File: src/rtl/booth_seq_mult.sv
// Sequential radix-2 Booth multiplier: signed 32x32 -> 64-bit product, one add/sub-and-shift
// per cycle through a single shared 32-bit adder/subtractor.
module booth_seq_mult #(
    parameter int unsigned WIDTH = 32
) (
    input  logic                 clk,
    input  logic                 rst_n,
    input  logic                 start,
    input  logic [WIDTH-1:0]     multiplicand,
    input  logic [WIDTH-1:0]     multiplier,
    output logic                 busy,
    output logic                 done,
    output logic [2*WIDTH-1:0]   product
);

    typedef enum logic [1:0] {IDLE, RUN, DONE} state_t;

    state_t               r_state;
    logic [WIDTH-1:0]     r_m;
    logic [WIDTH-1:0]     r_a;
    logic [WIDTH-1:0]     r_q;
    logic                 r_q_m1;
    logic [5:0]           r_cnt;
    logic                 r_busy;
    logic                 r_done;
    logic [2*WIDTH-1:0]   r_product;

    logic [WIDTH-1:0]     w_b;
    logic                 w_cin;
    logic [WIDTH-1:0]     w_sum;
    logic                 w_ovf;
    logic                 w_sign;
    logic [WIDTH-1:0]     w_a_next;
    logic [WIDTH-1:0]     w_q_next;

    always_comb begin
        w_b   = '0;
        w_cin = 1'b0;
        unique case ({r_q[0], r_q_m1})
            2'b01: begin
                w_b   = r_m;
                w_cin = 1'b0;
            end
            2'b10: begin
                w_b   = ~r_m;
                w_cin = 1'b1;
            end
            default: begin
                w_b   = '0;
                w_cin = 1'b0;
            end
        endcase
    end

    // Shared adder; carry-out is not needed, only signed overflow.
    assign w_sum = r_a + w_b + WIDTH'(w_cin);
    assign w_ovf = (r_a[WIDTH-1] == w_b[WIDTH-1]) && (w_sum[WIDTH-1] != r_a[WIDTH-1]);

    // True sign of the 33-bit result, so that M = -2^31 shifts in the right bit.
    assign w_sign   = w_sum[WIDTH-1] ^ w_ovf;
    assign w_a_next = {w_sign, w_sum[WIDTH-1:1]};
    assign w_q_next = {w_sum[0], r_q[WIDTH-1:1]};

    always_ff @(posedge clk or negedge rst_n) begin
        if (!rst_n) begin
            r_state   <= IDLE;
            r_m       <= '0;
            r_a       <= '0;
            r_q       <= '0;
            r_q_m1    <= 1'b0;
            r_cnt     <= '0;
            r_busy    <= 1'b0;
            r_done    <= 1'b0;
            r_product <= '0;
        end else begin
            unique case (r_state)
                IDLE: begin
                    r_done <= 1'b0;
                    if (start) begin
                        r_m     <= multiplicand;
                        r_q     <= multiplier;
                        r_a     <= '0;
                        r_q_m1  <= 1'b0;
                        r_cnt   <= '0;
                        r_busy  <= 1'b1;
                        r_state <= RUN;
                    end
                end
                RUN: begin
                    r_a    <= w_a_next;
                    r_q    <= w_q_next;
                    r_q_m1 <= r_q[0];
                    r_cnt  <= r_cnt + 6'd1;
                    if (r_cnt == 6'(WIDTH - 1)) begin
                        r_product <= {w_a_next, w_q_next};
                        r_done    <= 1'b1;
                        r_state   <= DONE;
                    end
                end
                DONE: begin
                    r_busy  <= 1'b0;
                    r_done  <= 1'b0;
                    r_state <= IDLE;
                end
                default: begin
                    r_busy  <= 1'b0;
                    r_done  <= 1'b0;
                    r_state <= IDLE;
                end
            endcase
        end
    end

    assign busy    = r_busy;
    assign done    = r_done;
    assign product = r_product;

endmodule

File: config.mk
export PLATFORM = sky130hd
export DESIGN_NAME = booth_seq_mult
export DESIGN_NICKNAME = d
export VERILOG_FILES = /design/src/rtl/booth_seq_mult.sv
export SDC_FILE = /design/constraint.sdc
export NUM_CORES = 1
export LEC_CHECK = 0
export ABC_AREA = 1
export BUFFER_PORTS_ARGS = -buffer_cell sky130_fd_sc_hd__buf_4
export CAP_MARGIN = 20
export CORE_MARGIN = 2
export CORE_UTILIZATION = 33
export CTS_BUF_LIST = sky130_fd_sc_hd__clkbuf_4
export DETAILED_ROUTE_END_ITERATION = 16
export GPL_TIMING_DRIVEN = 0
export SYNTH_ARGS = -nofsm -noshare
export SYNTH_HDL_FRONTEND = slang
export SYNTH_SLANG_ARGS = --single-unit
File: constraint.sdc
create_clock -name clk -period 3.7 [get_ports clk]
set_clock_uncertainty 0.1 [all_clocks]
set_input_delay 0.74 -clock clk [delete_from_list [all_inputs] [get_ports clk]]
set_output_delay 0.74 -clock clk [all_outputs]
set_load 0.01 [all_outputs]
; Word level (Yosys, flattened, before mapping)
; Index checks and enable logic that the tools add are counted.
[word_totals]
regBits = 171
in_bits = 67
[classes]
n_addsub = 3
eq_ne = 8
mux = 17
bitwise = 3
reduce_logical = 8
[ops]
columns = cell, count
row1 = case mux 32 bit (2 select lines), 3
row2 = 2-to-1 mux 32 bit, 2
row3 = adder 32 x 1 -> 32 bit, 1
row4 = adder 32 bit, 1
row5 = inverter 32 bit, 1
row6 = case mux 6 bit (2 select lines), 1
row7 = AND reduction 2 bit, 5
row8 = adder 6 x 1 -> 6 bit (second input constant), 1
row9 = == test 6 x 5 -> 1 bit (second input constant), 1
row10 = 2-to-1 mux 6 bit, 1
row11 = 2-to-1 mux 1 bit, 5
row12 = == test 2 x 1 -> 1 bit (second input constant), 2
row13 = 2-to-1 mux 2 bit, 2
row14 = inequality test 2 bit (second input constant), 2
row15 = case mux 1 bit (2 select lines), 2
row16 = case mux 2 bit (2 select lines), 1
row17 = == test 2 bit (second input constant), 1
row18 = zero test 2 bit, 1
row19 = nonzero test 2 bit, 1
row20 = == test 1 bit, 1
row21 = logical AND 1 bit, 1
row22 = inequality test 1 bit, 1
row23 = inverter 1 bit, 1
row24 = XOR 1 bit, 1

; Longest topological paths before layout
; Gate-level depths: netlist (run 1).
[logic_depth]
word_depth = 8
depth_mapped = 22
depth_no_buf = 21

; Least setup slack after synthesis (run 1)
; Ideal clock, no wire load.
[synth_timing]
kind = reg2reg
from = register r_q[0]
to = register r_a[21]
setup_ps = 118
t_arrival_ps = 2690
slack_ps = 792
stages_incl_launch_ff = 21
n_path_buf = 1
synth_period_minus_slack_ps = 2908
cell_sequence = dfrtp_1 > nand2_1 > clkbuf_1 > o21ai_0 > ha_1 > nand3_1 > nand2_1 > inv_1 > fa_1 > inv_1 > nand3_1 > nand2_1 > nand2_1 > nand2_1 > nand3_1 > nand2_1 > nand3_1 > nand2_1 > nand2_1 > nand3_1 > nand2_1
[synth_via]
elab_chain_len = 5
elab_cells_between_ends = 7
[synth_rtl]
columns = item, line_no
row1 = start: declaration, 21  ; logic [WIDTH-1:0] r_q;
row2 = start signal: assignment, 81  ; r_q <= multiplier;
row3 = start signal: assignment, 91  ; r_q <= w_q_next;
row4 = == test 2 bit / == test 2 x 1 -> 1 bit (equally long branches), 39  ; unique case ({r_q[0], r_q_m1})
row5 = case mux 32 bit (2 select lines), 39
row6 = adder 32 bit, 56  ; assign w_sum = r_a + w_b + WIDTH'(w_cin);
row7 = adder 32 x 1 -> 32 bit *, 56
row8 = case mux 32 bit (2 select lines) *, 76  ; unique case (r_state)
row9 = end signal: assignment, 90  ; r_a <= w_a_next;
row10 = end: declaration, 20  ; logic [WIDTH-1:0] r_a;
; Mark *: on every way between the ends. The rest lies on a longest branch, timed or not.
; A chain may end at the register's enable or synchronous reset.

; Worst setup path after layout (run 1)
[layout_timing]
from = register r_q_m1
to = register r_a[25]
[layout_via]
elab_chain_len = 5
elab_cells_between_ends = 7
[layout_rtl]
columns = item, line_no
row1 = start: declaration, 22  ; logic r_q_m1;
row2 = start signal: assignment, 92  ; r_q_m1 <= r_q[0];
row3 = == test 2 bit / == test 2 x 1 -> 1 bit (equally long branches), 39
row4 = case mux 32 bit (2 select lines), 39
row5 = adder 32 bit, 56
row6 = adder 32 x 1 -> 32 bit *, 56
row7 = case mux 32 bit (2 select lines) *, 76
; Marked as above.

==> impl_results.md, run 1 <==
* Status: finished clean
* Post-synth top area share at 48.9%
* TritonCTS clock tree: built
* Synth top cells by count: nand2_1, dfrtp_1, o21ai_0
* Vias in the first global route at 7860
* Hold Crit Class: input pin to register
* Most frequent cell after synthesis: nand2_1
* Total grt overflow at 0
* Port bufs at 132
* First-pass GRT wire length at 41200 microns
* Final Max Slew Viols at 0
* Iter 0 DRT Violations at 597
* CTS max path bufs at 2
* Post-Syn Nets at 1200
* DR DRC count at 0
* Slowest stage delay, CP at 0.42 ns
* Core Footprint at 26100 sq um
* Share of cells above drive strength 1 at 15.6%
* Final #Nets at 1352
* Pwr/cell area at 1060 nW/um^2
* Final period utilization at 91.7%
* RePlAce Congestion at 0.922
* CP Buf/Inv Count at 4
* Crit-path slowest cell: fa_1
* Maximum fanout along the worst path at 10
* Setup Crit Path Kind: register to register
* Post-Synthesis Cell Area at 8750 sq um
* Total wire length at 25900 microns
* Sink Count at 171
* Die X at 167 microns
* Final min period at 3.39 ns
* Htree depth at 4
* Asr flop ratio synth at 100%
* Synth unique cells at 38
* DP HPWL at 19700 microns
* Syn. warnings at 0
* Vias per cell at 4.95
* Post-synth EDFFs at 0
* Initial core utilization at 33.6%
* Worst-margin pin slew at 0.688 ns
* Area growth, synth to finish at 20.2%
* Die Ht at 167 microns
* Routed Antenna Nets at 0
* CTS clk-pin slew, worst paths at 0.15 ns
* Power Total at 11100 uW
* Worst Setup Start Kind: register
* Most frequent cell on the critical path: nand2_1
* Vias at 7929
* Cts bufs inserted at 17
* Max-cap violation count at 0
* Placed Instance Area at 10200 sq um
* All-layer global routing usage at 18.7%
* Die area at 27800 sq um
* Leading area contributor after synthesis: dfrtp_1
* Worst VDD drop at 0.383 mV
* Postcts setup bufs at 0
* Total iterations of the first detailed-routing run at 5
* Mapped Cells at 1100
* Fin. Hold Viols at 0
* Crit path DAT at 3.76 ns
* Leak at 0.00518 uW
* Element type at the critical path end: register
* Top_reg_cell synth: dfrtp_1
* Rows at 59
* Synth Register Bits at 171
* Critical-path cell list: inv_2 > nor2_4 > clkbuf_4 > nand2_1 > o21ai_0 > ha_1 > nand3_1 > nand2_1 > inv_1 > fa_1 > inv_1 > nand3_1 > nand2_2 > nand2_1 > nand2_1 > nand2_1 > nand2_1 > nand4_1 > nand2_1 > nand2_1 > nand3_1 > nand2_1
* Pin count of the biggest net entering global routing at 118
* Syn Area/Cell at 7.95 sq um
* Unrepaired setup endpoints after global routing: false
* Count of non-filler cells in the finished layout at 1602
* Max Clk Rate at 0.295 GHz
* Initial antenna violation count at 1
* Slew margin rel. at 54.2%
* DP Cell Count at 1568
* Clock root buffer master: clkbuf_4
* Register-to-register setup slack at 0.31 ns
* Top post-synthesis cells by area: dfrtp_1, nand2_1, o21ai_0, ha_1, a21oi_1
* Top delay family on crit path: simple AND/OR/NAND/NOR gates
* Wirelength per Cell at 16.2 microns
* I/O pins at 133
* Skew-Pair Late Insertion Delay at 0.57 ns
* Worst path required time at 4.07 ns
* Final setup violation count at 0
* Final Instance Area at 10500 sq um
* Seq/Total Area, Yosys at 48.9%
metal layers:
metal | part of all wire [%] | up-vias | global-route usage [%]
li1 | - | 3933 | -
met1 | 47 | 3777 | 25.0
met2 | 47 | 194 | 30.8
met3 | 4.7 | 25 | 3.97
met4 | 1.7 | 0 | 5.06
met5 | 0 | - | 0
where the power goes:
group	internal [uW]	switching, uW	total [uW]
clock	416	726	1140
sequential	2800	534	3330
combinational	2440	4180	6620
layout by cell type (no fill, tap or decap), drive strengths merged, types with 2 or more instances in the layout:
master,count
nand2,412
dfrtp,171
buf,148
o21ai,122
inv,77
a21oi,57
nor2,55
nand3,47
clkbuf,43
ha,32
o22ai,21
xnor2,13
nand3b,11
clkinv,9
nand4,7
a22oi,7
o211ai,6
o21a,4
o221ai,4
nor3,3
or2,3
diode,2
a21o,2
xor2,2
bufinv,2
logic make-up after synthesis:
| kind of cell | count (synthesis) | share of synthesized area [%] |
|---|---|---|
| AOI/OAI and AO/OA | 226 | 14.2 |
| buffers and inverters | 115 | 5.45 |
| adders and majority gates | 33 | 4.81 |
| xor gates and xnor gates | 15 | 1.50 |
| and+or+nand+nor | 540 | 25.1 |
| DFF | 171 | 48.9 |
flip-flops by register name (all words and copies together), names as in the netlist:
register,flops
r_m,32
r_q,32
r_cnt,6
r_q_m1,1
done,1
busy,1
r_a,32
r_state,2
product,64
final timing paths:
kind / cells after the start / end / from
max in group asynchronous: 3 / r_q[0] / rst_n
min in group asynchronous: 2 / product[58] / rst_n
worst min-delay path: 3 / r_m[15] / multiplicand[15]
worst max register to register: 22 / r_a[25] / r_q_m1
worst min register to register: 2 / product[62] / product[62]
worst max-delay path: 22 / r_a[25] / r_q_m1
worst reg2reg max path, stage by stage, from the launching register on:
cell	delay, ns
dfrtp_1	0.40
inv_2	0.11
nor2_4	0.06
clkbuf_4	0.18
nand2_1	0.06
o21ai_0	0.08
ha_1	0.33
nand3_1	0.08
nand2_1	0.13
inv_1	0.07
fa_1	0.42
inv_1	0.13
nand3_1	0.09
nand2_2	0.13
nand2_1	0.06
nand2_1	0.12
nand2_1	0.07
nand2_1	0.15
nand4_1	0.19
nand2_1	0.13
nand2_1	0.07
nand3_1	0.07
nand2_1	0.05
layout make-up:
class | instances | area [sq um]
inverter | 73 | 274
fill | 2732 | 15500
clock inverter | 15 | 163
buffer | 41 | 203
antenna | 2 | 5.00
timing repair buffer | 134 | 1040
sequential | 171 | 4280
clock buffer | 17 | 128
multi-input combinational | 814 | 4000
tap | 335 | 419
timing repair:
action	CTS	global route
gates resized for setup	1	8
endpoints found under the hold margin	54	0
gates cloned	0	0
hold buffers	1	0
endpoints found under the setup margin	4	18
through the flow:
stage | TNS (ns) | setup WS (ns) | hold slack [ns] | utilization, %
2_1_floorplan | 0 | 0.792 | 0.344 | -
3_3_place_gp | 0 | 0.0191 | 0.368 | 39.0
3_5_place_dp | -0.00564 | -0.00359 | 0.363 | 39.1
4_1_cts | 0 | 0.0538 | 0.209 | 40.3
5_1_grt | 0 | 0.0112 | 0.205 | 40.3
6_report | 0 | 0.307 | 0.252 | 40.3
Note: power is estimated with default switching activity, not from simulation.
==> inputs of run 2 (changes only) <==
--- a/config.mk
+++ b/config.mk
@@ -8,11 +8,14 @@
 export ABC_AREA = 1
 export BUFFER_PORTS_ARGS = -buffer_cell sky130_fd_sc_hd__buf_4
 export CAP_MARGIN = 20
+export CELL_PAD_IN_SITES_DETAIL_PLACEMENT = 0
+export CELL_PAD_IN_SITES_GLOBAL_PLACEMENT = 1
 export CORE_MARGIN = 2
 export CORE_UTILIZATION = 33
 export CTS_BUF_LIST = sky130_fd_sc_hd__clkbuf_4
 export DETAILED_ROUTE_END_ITERATION = 16
 export GPL_TIMING_DRIVEN = 0
+export PLACE_DENSITY_LB_ADDON = 0.1
 export SYNTH_ARGS = -nofsm -noshare
 export SYNTH_HDL_FRONTEND = slang
 export SYNTH_SLANG_ARGS = --single-unit
==> run 2 against run 1 <==
Net effect: setup slack got worse by 0.071 ns; power increased by 0.14%; flip-flop and latch count unchanged; clock power about the same; final cell count about the same; sequential share of layout area decreased by 0.19 points; critical path type unchanged; largest power group unchanged.
==> impl_results.md, run 2 (synthesized netlist as in run 1, its figures left out) <==
* Final #Nets at 1353 (+0.074%)
* RePlAce Congestion at 0.883 (-4.3%)
* I/O pins at 133 (unchanged)
* Cts bufs inserted at 17 (unchanged)
* Max-cap violation count at 0 (unchanged)
* Element type at the critical path end: register
* Placed Instance Area at 10200 sq um (+0.27%)
* Cell count along the critical path at 22 (unchanged)
* WHS Path Cells at 3 (unchanged)
* Die Ht at 167 microns (unchanged)
* Crit-path slowest cell: fa_1
* Register-to-register setup slack at 0.24 ns (-0.07 ns)
* Setup Crit Path Kind: register to register
* Pwr/cell area at 1050 nW/um^2 (-0.32%)
* Vias per cell at 4.80 (-3.1%)
* DP HPWL at 20800 microns (+5.5%)
* Leak at 0.00520 uW (+0.25%)
* Most common cell after layout, fill and taps aside: nand2_1
* Postcts setup bufs at 0 (unchanged)
* Worst reg2reg path startpoint: r_q_m1
* Maximum fanout along the worst path at 10 (unchanged)
* DR DRC count at 0 (unchanged)
* Vias at 7691 (-3.0%)
* Final period utilization at 93.6% (+1.9 points)
* Port bufs at 132 (unchanged)
* Commonest cells after routing, fill and taps aside: nand2_1, dfrtp_1, buf_4, o21ai_0, inv_1
* Core Footprint at 26100 sq um (unchanged)
* Most frequent cell on the critical path: nand2_1
* Worst-margin pin slew at 0.708 ns (+0.0200 ns)
* Die area at 27800 sq um (unchanged)
* Initial core utilization at 33.6% (unchanged)
* Clock root buffer master: clkbuf_4
* CTS max path bufs at 2 (unchanged)
* WHS Endpoint: r_m[30]
* First-pass GRT wire length at 42800 microns (+4.0%)
* Area growth, synth to finish at 20.7%
* Status: finished clean
* Sink Count at 171 (unchanged)
* Max Clk Rate at 0.289 GHz (-2.0%)
* Vias in the first global route at 7683 (-2.3%)
* Worst path required time at 4.09 ns (+0.02 ns)
* Slowest stage delay, CP at 0.42 ns (about the same)
* Share of cells above drive strength 1 at 16.0% (+0.46 points)
* Final Instance Area at 10600 sq um (+0.46%)
* All-layer global routing usage at 19.6% (+0.96 points)
* Place WS at -0.146 ns (-0.142 ns)
* Final Core Density at 40.5% (+0.19 points)
* Fin. Hold Viols at 0 (unchanged)
* Skew-Pair Late Insertion Delay at 0.58 ns (about the same)
* Top delay family on crit path: simple AND/OR/NAND/NOR gates
* Total grt overflow at 0 (unchanged)
* Final Max Slew Viols at 0 (unchanged)
* Worst Setup Start Kind: register
* Total iterations of the first detailed-routing run at 7 (+2)
* Fin worst setup slack at 0.236 ns (-0.0710 ns)
* Register-to-Register Path Depth at 22 (unchanged)
* Pin count of the biggest net entering global routing at 78 (-34%)
* # fillers at 2744 (+0.44%)
* Hold Crit Class: input pin to register
* CP Buf/Inv Count at 4 (unchanged)
* Total wire length at 27100 microns (+4.6%)
* Iter 0 DRT Violations at 468 (-22%)
* Critical-path cell list: inv_2 > nor2_4 > clkbuf_4 > nand2_1 > o21ai_0 > ha_1 > nand3_1 > nand2_2 > inv_1 > fa_1 > inv_1 > nand3_1 > nand2_2 > nand2_1 > nand2_1 > nand2_1 > nand2_1 > nand4_1 > nand2_1 > nand2_1 > nand3_1 > nand2_1
* Final setup violation count at 0 (unchanged)
* Hold Path Origin: multiplicand[30]
* Htree depth at 4 (unchanged)
* TritonCTS clock tree: built
* Power Total at 11100 uW (+0.14%)
* Slew margin rel. at 52.8% (-1.3 points)
* Crit path DAT at 3.85 ns (+0.09 ns)
* RR Endpoint: product[57]
* Wirelength per Cell at 16.9 microns (+4.5%)
* Initial antenna violation count at 1 (unchanged)
* Max reg flops at 64 (unchanged)
* Unrepaired setup endpoints after global routing: false
* Die X at 167 microns (unchanged)
* Routed Antenna Nets at 0 (unchanged)
* Final min period at 3.46 ns (+0.0710 ns)
* Worst VDD drop at 0.333 mV (-13%)
* Rows at 59 (unchanged)
* CTS clk-pin slew, worst paths at 0.18 ns (+0.03 ns)
-- run 2: cell count changes in the layout (fill, tap and decap cells not counted), moves of 2 or more --
cell | previous run | this run
clkinv_8 | 0 | 5
clkinv_1 | 4 | 1
nand2_1 | 407 | 405
nand2_2 | 5 | 7
bufinv_16 | 2 | 0
clkinv_4 | 4 | 1
-- run 2: where the power goes --
group	switching, uW	internal, uW	total [uW]	leakage, uW
Clock	836	322	1160	0.000160
Sequential	531	2800	3330	0.00199
Combinational	4180	2440	6620	0.00305
Total	5550	5560	11100	0.00520
-- run 2: cell type report --
type / count / area [sq um] / share of cell area, %
tap: 335 / 419 / 3.97
clock buffer: 17 / 128 / 1.21
timing repair buffer: 135 / 1060 / 10.1
buffer: 41 / 203 / 1.92
antenna: 2 / 5.00 / 0.0474
multi-input combinational: 814 / 4010 / 38.0
inverter: 73 / 274 / 2.59
sequential: 171 / 4280 / 40.5
clock inverter: 15 / 179 / 1.69
-- run 2: worst max path at each step --
stage	endpoint	from
floorplan	r_a[21]	r_q[0]
global route	r_a[27]	r_q[0]
global placement	product[59]	r_q[0]
CTS	product[59]	r_q[0]
detailed placement	product[57]	r_q[0]
finish	product[57]	r_q_m1
-- run 2: worst register-to-register path, stage by stage, from the launching register on --
cell and delay (ns):
dfrtp_1 0.40, inv_2 0.11, nor2_4 0.06, clkbuf_4 0.19, nand2_1 0.06, o21ai_0 0.07
ha_1 0.32, nand3_1 0.10, nand2_2 0.12, inv_1 0.06, fa_1 0.42, inv_1 0.13
nand3_1 0.09, nand2_2 0.15, nand2_1 0.07, nand2_1 0.12, nand2_1 0.06, nand2_1 0.16
nand4_1 0.23, nand2_1 0.14, nand2_1 0.07, nand3_1 0.09, nand2_1 0.06
-- run 2: timing repair --
item                                    CTS  global route
cloned                                    0             0
endpoints found under the hold margin    37             0
endpoints found under the setup margin   12            19
gates resized for setup                   2             9
hold buffers                              1             0
-- run 2: layer usage --
metal | track usage [%] | up-vias | share of wire (%)
li1 | - | 3928 | -
met4 | 3.30 | 0 | 0.77
met1 | 27.6 | 3617 | 49
met3 | 4.56 | 10 | 4.4
met5 | 0 | - | 0
met2 | 31.5 | 136 | 46
-- run 2: metrics by stage --
| stage | cells | TNS, ns | hold slack [ns] |
|---|---|---|---|
| after floorplan | 1100 | 0 | 0.344 |
| after global placement | 1567 | -0.587 | 0.355 |
| after detailed placement | 1569 | -0.664 | 0.367 |
| after CTS | 1601 | 0 | 0.199 |
| after global routing | 1603 | 0 | 0.185 |
| final | 1603 | 0 | 0.247 |
==> inputs of run 3 (changes only) <==
--- a/config.mk
+++ b/config.mk
@@ -19,3 +19,4 @@
 export SYNTH_ARGS = -nofsm -noshare
 export SYNTH_HDL_FRONTEND = slang
 export SYNTH_SLANG_ARGS = --single-unit
+export TNS_END_PERCENT = 20
==> constraint.sdc (replaced) <==
create_clock -name clk -period 3.9 [get_ports clk]
set_clock_uncertainty 0.1 [all_clocks]
set_input_delay 0.78 -clock clk [delete_from_list [all_inputs] [get_ports clk]]
set_output_delay 0.78 -clock clk [all_outputs]
set_load 0.01 [all_outputs]
==> run 3 against run 2 <==
Net effect: die area did not move; design area barely moved; global-route usage barely moved; first-iteration DRC count rose by 5.6%; critical endpoint is now r_a[27]; core utilization barely moved; clock-buffer cell count did not move; flip-flop and latch count did not move; critical path depth fell by 1.
==> impl_results.md, run 3 (synthesized netlist as in run 1, its figures left out) <==
* Final min period at 3.62 ns (+0.155 ns)
* TritonCTS clock tree: built
* Max reg flops at 64 (unchanged)
* Share of cells above drive strength 1 at 15.8% (-0.25 points)
* Area growth, synth to finish at 20.7% (about the same)
* Register area at 4280 sq um (about the same)
* Clock root buffer master: clkbuf_4
* Iter 0 DRT Violations at 494 (+5.6%)
* Critical-path cell list: nor2_2 > clkbuf_4 > nand2_1 > o21ai_0 > ha_1 > nand3_1 > nand2_1 > inv_1 > fa_1 > inv_1 > nand3_1 > nand2_2 > nand2_1 > nand2_1 > nand2_1 > nand2_1 > nand3b_1 > nand2_1 > nand2_1 > nand3_1 > nand2_1
* Skew-Pair Late Insertion Delay at 0.58 ns (about the same)
* Total iterations of the first detailed-routing run at 5 (-2)
* CP Buf/Inv Count at 3 (-1)
* CTS max path bufs at 2 (unchanged)
* Setup Crit Path Kind: register to register
* Met3 Use GR at 4.56% (unchanged)
* DR DRC count at 0 (unchanged)
* CTS clk-pin slew, worst paths at 0.18 ns (about the same)
* Final setup violation count at 0 (unchanged)
* Most common cell after layout, fill and taps aside: nand2_1
* # fillers at 2745 (+0.036%)
* Element type at the critical path end: register
* Worst Setup Start Kind: register
* Rows at 59 (unchanged)
* Die Ht at 167 microns (unchanged)
* Die X at 167 microns (unchanged)
* RePlAce Congestion at 0.883 (unchanged)
* WHS at 0.297 ns (+0.0497 ns)
* Met1 usage at 27.6% (unchanged)
* Unrepaired setup endpoints after global routing: false
* All-layer global routing usage at 19.7% (+0.020 points)
* Port bufs at 132 (unchanged)
* Die area at 27800 sq um (unchanged)
* Max Clk Rate at 0.276 GHz (-4.3%)
* I/O pins at 133 (unchanged)
* Status: finished clean
* Final #Nets at 1354 (+0.074%)
* Fin. Hold Viols at 0 (unchanged)
* Initial core utilization at 33.6% (unchanged)
* Htree depth at 4 (unchanged)
* Count of non-filler cells in the finished layout at 1604 (+0.062%)
* Initial antenna violation count at 1 (unchanged)
* Most frequent cell on the critical path: nand2_1
* Vias per cell at 4.80 (about the same)
* Pwr/cell area at 998 nW/um^2 (-5.2%)
* Final Max Slew Viols at 0 (unchanged)
* Maximum fanout along the worst path at 10 (unchanged)
* Slew margin rel. at 51.0% (-1.8 points)
* Pin count of the biggest net entering global routing at 78 (unchanged)
* Core Footprint at 26100 sq um (unchanged)
* Worst-margin pin slew at 0.735 ns (+0.0273 ns)
* Hold Crit Class: input pin to register
* Crit-path slowest cell: dfrtp_1
* Crit path DAT at 3.98 ns (+0.13 ns)
* Multi-input gate area at 4000 sq um (-0.25%)
* Cts bufs inserted at 17 (unchanged)
* Worst VDD drop at 0.316 mV (-5.2%)
* Total grt overflow at 0 (unchanged)
* Wirelength per Cell at 16.9 microns (about the same)
* Total wire length at 27100 microns (unchanged)
* Commonest cells after routing, fill and taps aside: nand2_1, dfrtp_1, buf_4, o21ai_0, inv_1
* Vias in the first global route at 7698 (+0.20%)
* Setup TNS at 0 ns (unchanged)
* Met2 Resource Use GR at 31.5% (about the same)
* Leak at 0.00520 uW (+0.12%)
* Final period utilization at 92.8% (-0.83 points)
* Sink Count at 171 (unchanged)
* Top delay family on crit path: simple AND/OR/NAND/NOR gates
* Max-cap violation count at 0 (unchanged)
* DP Cell Count at 1569 (unchanged)
* Vias at 7698 (+0.091%)
* Worst path required time at 4.26 ns (+0.17 ns)
* Routed Antenna Nets at 0 (unchanged)
* First-pass GRT wire length at 42900 microns (about the same)
* DP HPWL at 20800 microns (unchanged)
* Busiest layer in global routing: met2
* Slowest stage delay, CP at 0.47 ns (+0.05 ns)
run 3: power breakdown:
group / internal (uW) / switching, uW
Combinational: 2320 / 3970
Clock: 306 / 789
Sequential: 2650 / 502
run 3: final timing paths:
kind	from	end	slack [ns]	cells after the start
setup / recovery	r_q[0]	r_a[27]	0.28	21
hold / removal	multiplicand[30]	r_m[30]	0.30	3
setup reg to reg	r_q[0]	r_a[27]	0.28	21
hold reg to reg	product[47]	product[47]	0.40	2
max in group asynchronous	rst_n	r_a[27]	2.13	4
min in group asynchronous	rst_n	r_m[5]	0.56	2
run 3: timing repair:
action,CTS,global route
hold endpoints to repair,37,0
gates resized for setup,0,11
setup buffers,0,0
hold buffers,1,0
endpoints found under the setup margin,0,18
run 3: area by class of cell:
type	count	area share [%]
Antenna cell	2	0.0474
Buffer	42	1.99
Clock buffer	17	1.21
Clock inverter	15	1.69
Inverter	73	2.60
Multi-Input combinational cell	814	37.9
Sequential cell	171	40.5
Tap cell	335	3.97
Timing Repair Buffer	135	10.1
run 3: per-stage QoR:
| stage | total power, uW | cell area [sq um] | utilization (%) | setup WS [ns] |
|---|---|---|---|---|
| 2_1_floorplan | 7350 | 8750 | - | 0.992 |
| 3_3_place_gp | 9410 | 10200 | 39.0 | 0.0507 |
| 3_5_place_dp | 9490 | 10200 | 39.2 | 0.0545 |
| 4_1_cts | 10600 | 10500 | 40.4 | 0.00169 |
| 5_1_grt | 11600 | 10600 | 40.5 | 0.00295 |
| 6_report | 10500 | 10600 | 40.5 | 0.281 |
run 3: worst reg2reg max path, cell delays in order, from the launching register on:
cell and delay, ns:
dfrtp_1 0.47, nor2_2 0.27, clkbuf_4 0.27, nand2_1 0.06, o21ai_0 0.07, ha_1 0.18, nand3_1 0.08, nand2_1 0.16
inv_1 0.08, fa_1 0.42, inv_1 0.13, nand3_1 0.09, nand2_2 0.15, nand2_1 0.06, nand2_1 0.14, nand2_1 0.07
nand2_1 0.18, nand3b_1 0.21, nand2_1 0.12, nand2_1 0.08, nand3_1 0.08, nand2_1 0.05
run 3: per-layer routing:
metal	up-vias	share of wire, %
met5	-	0
met4	0	0.89
met3	13	4.3
met2	133	46
met1	3617	49
li1	3935	-
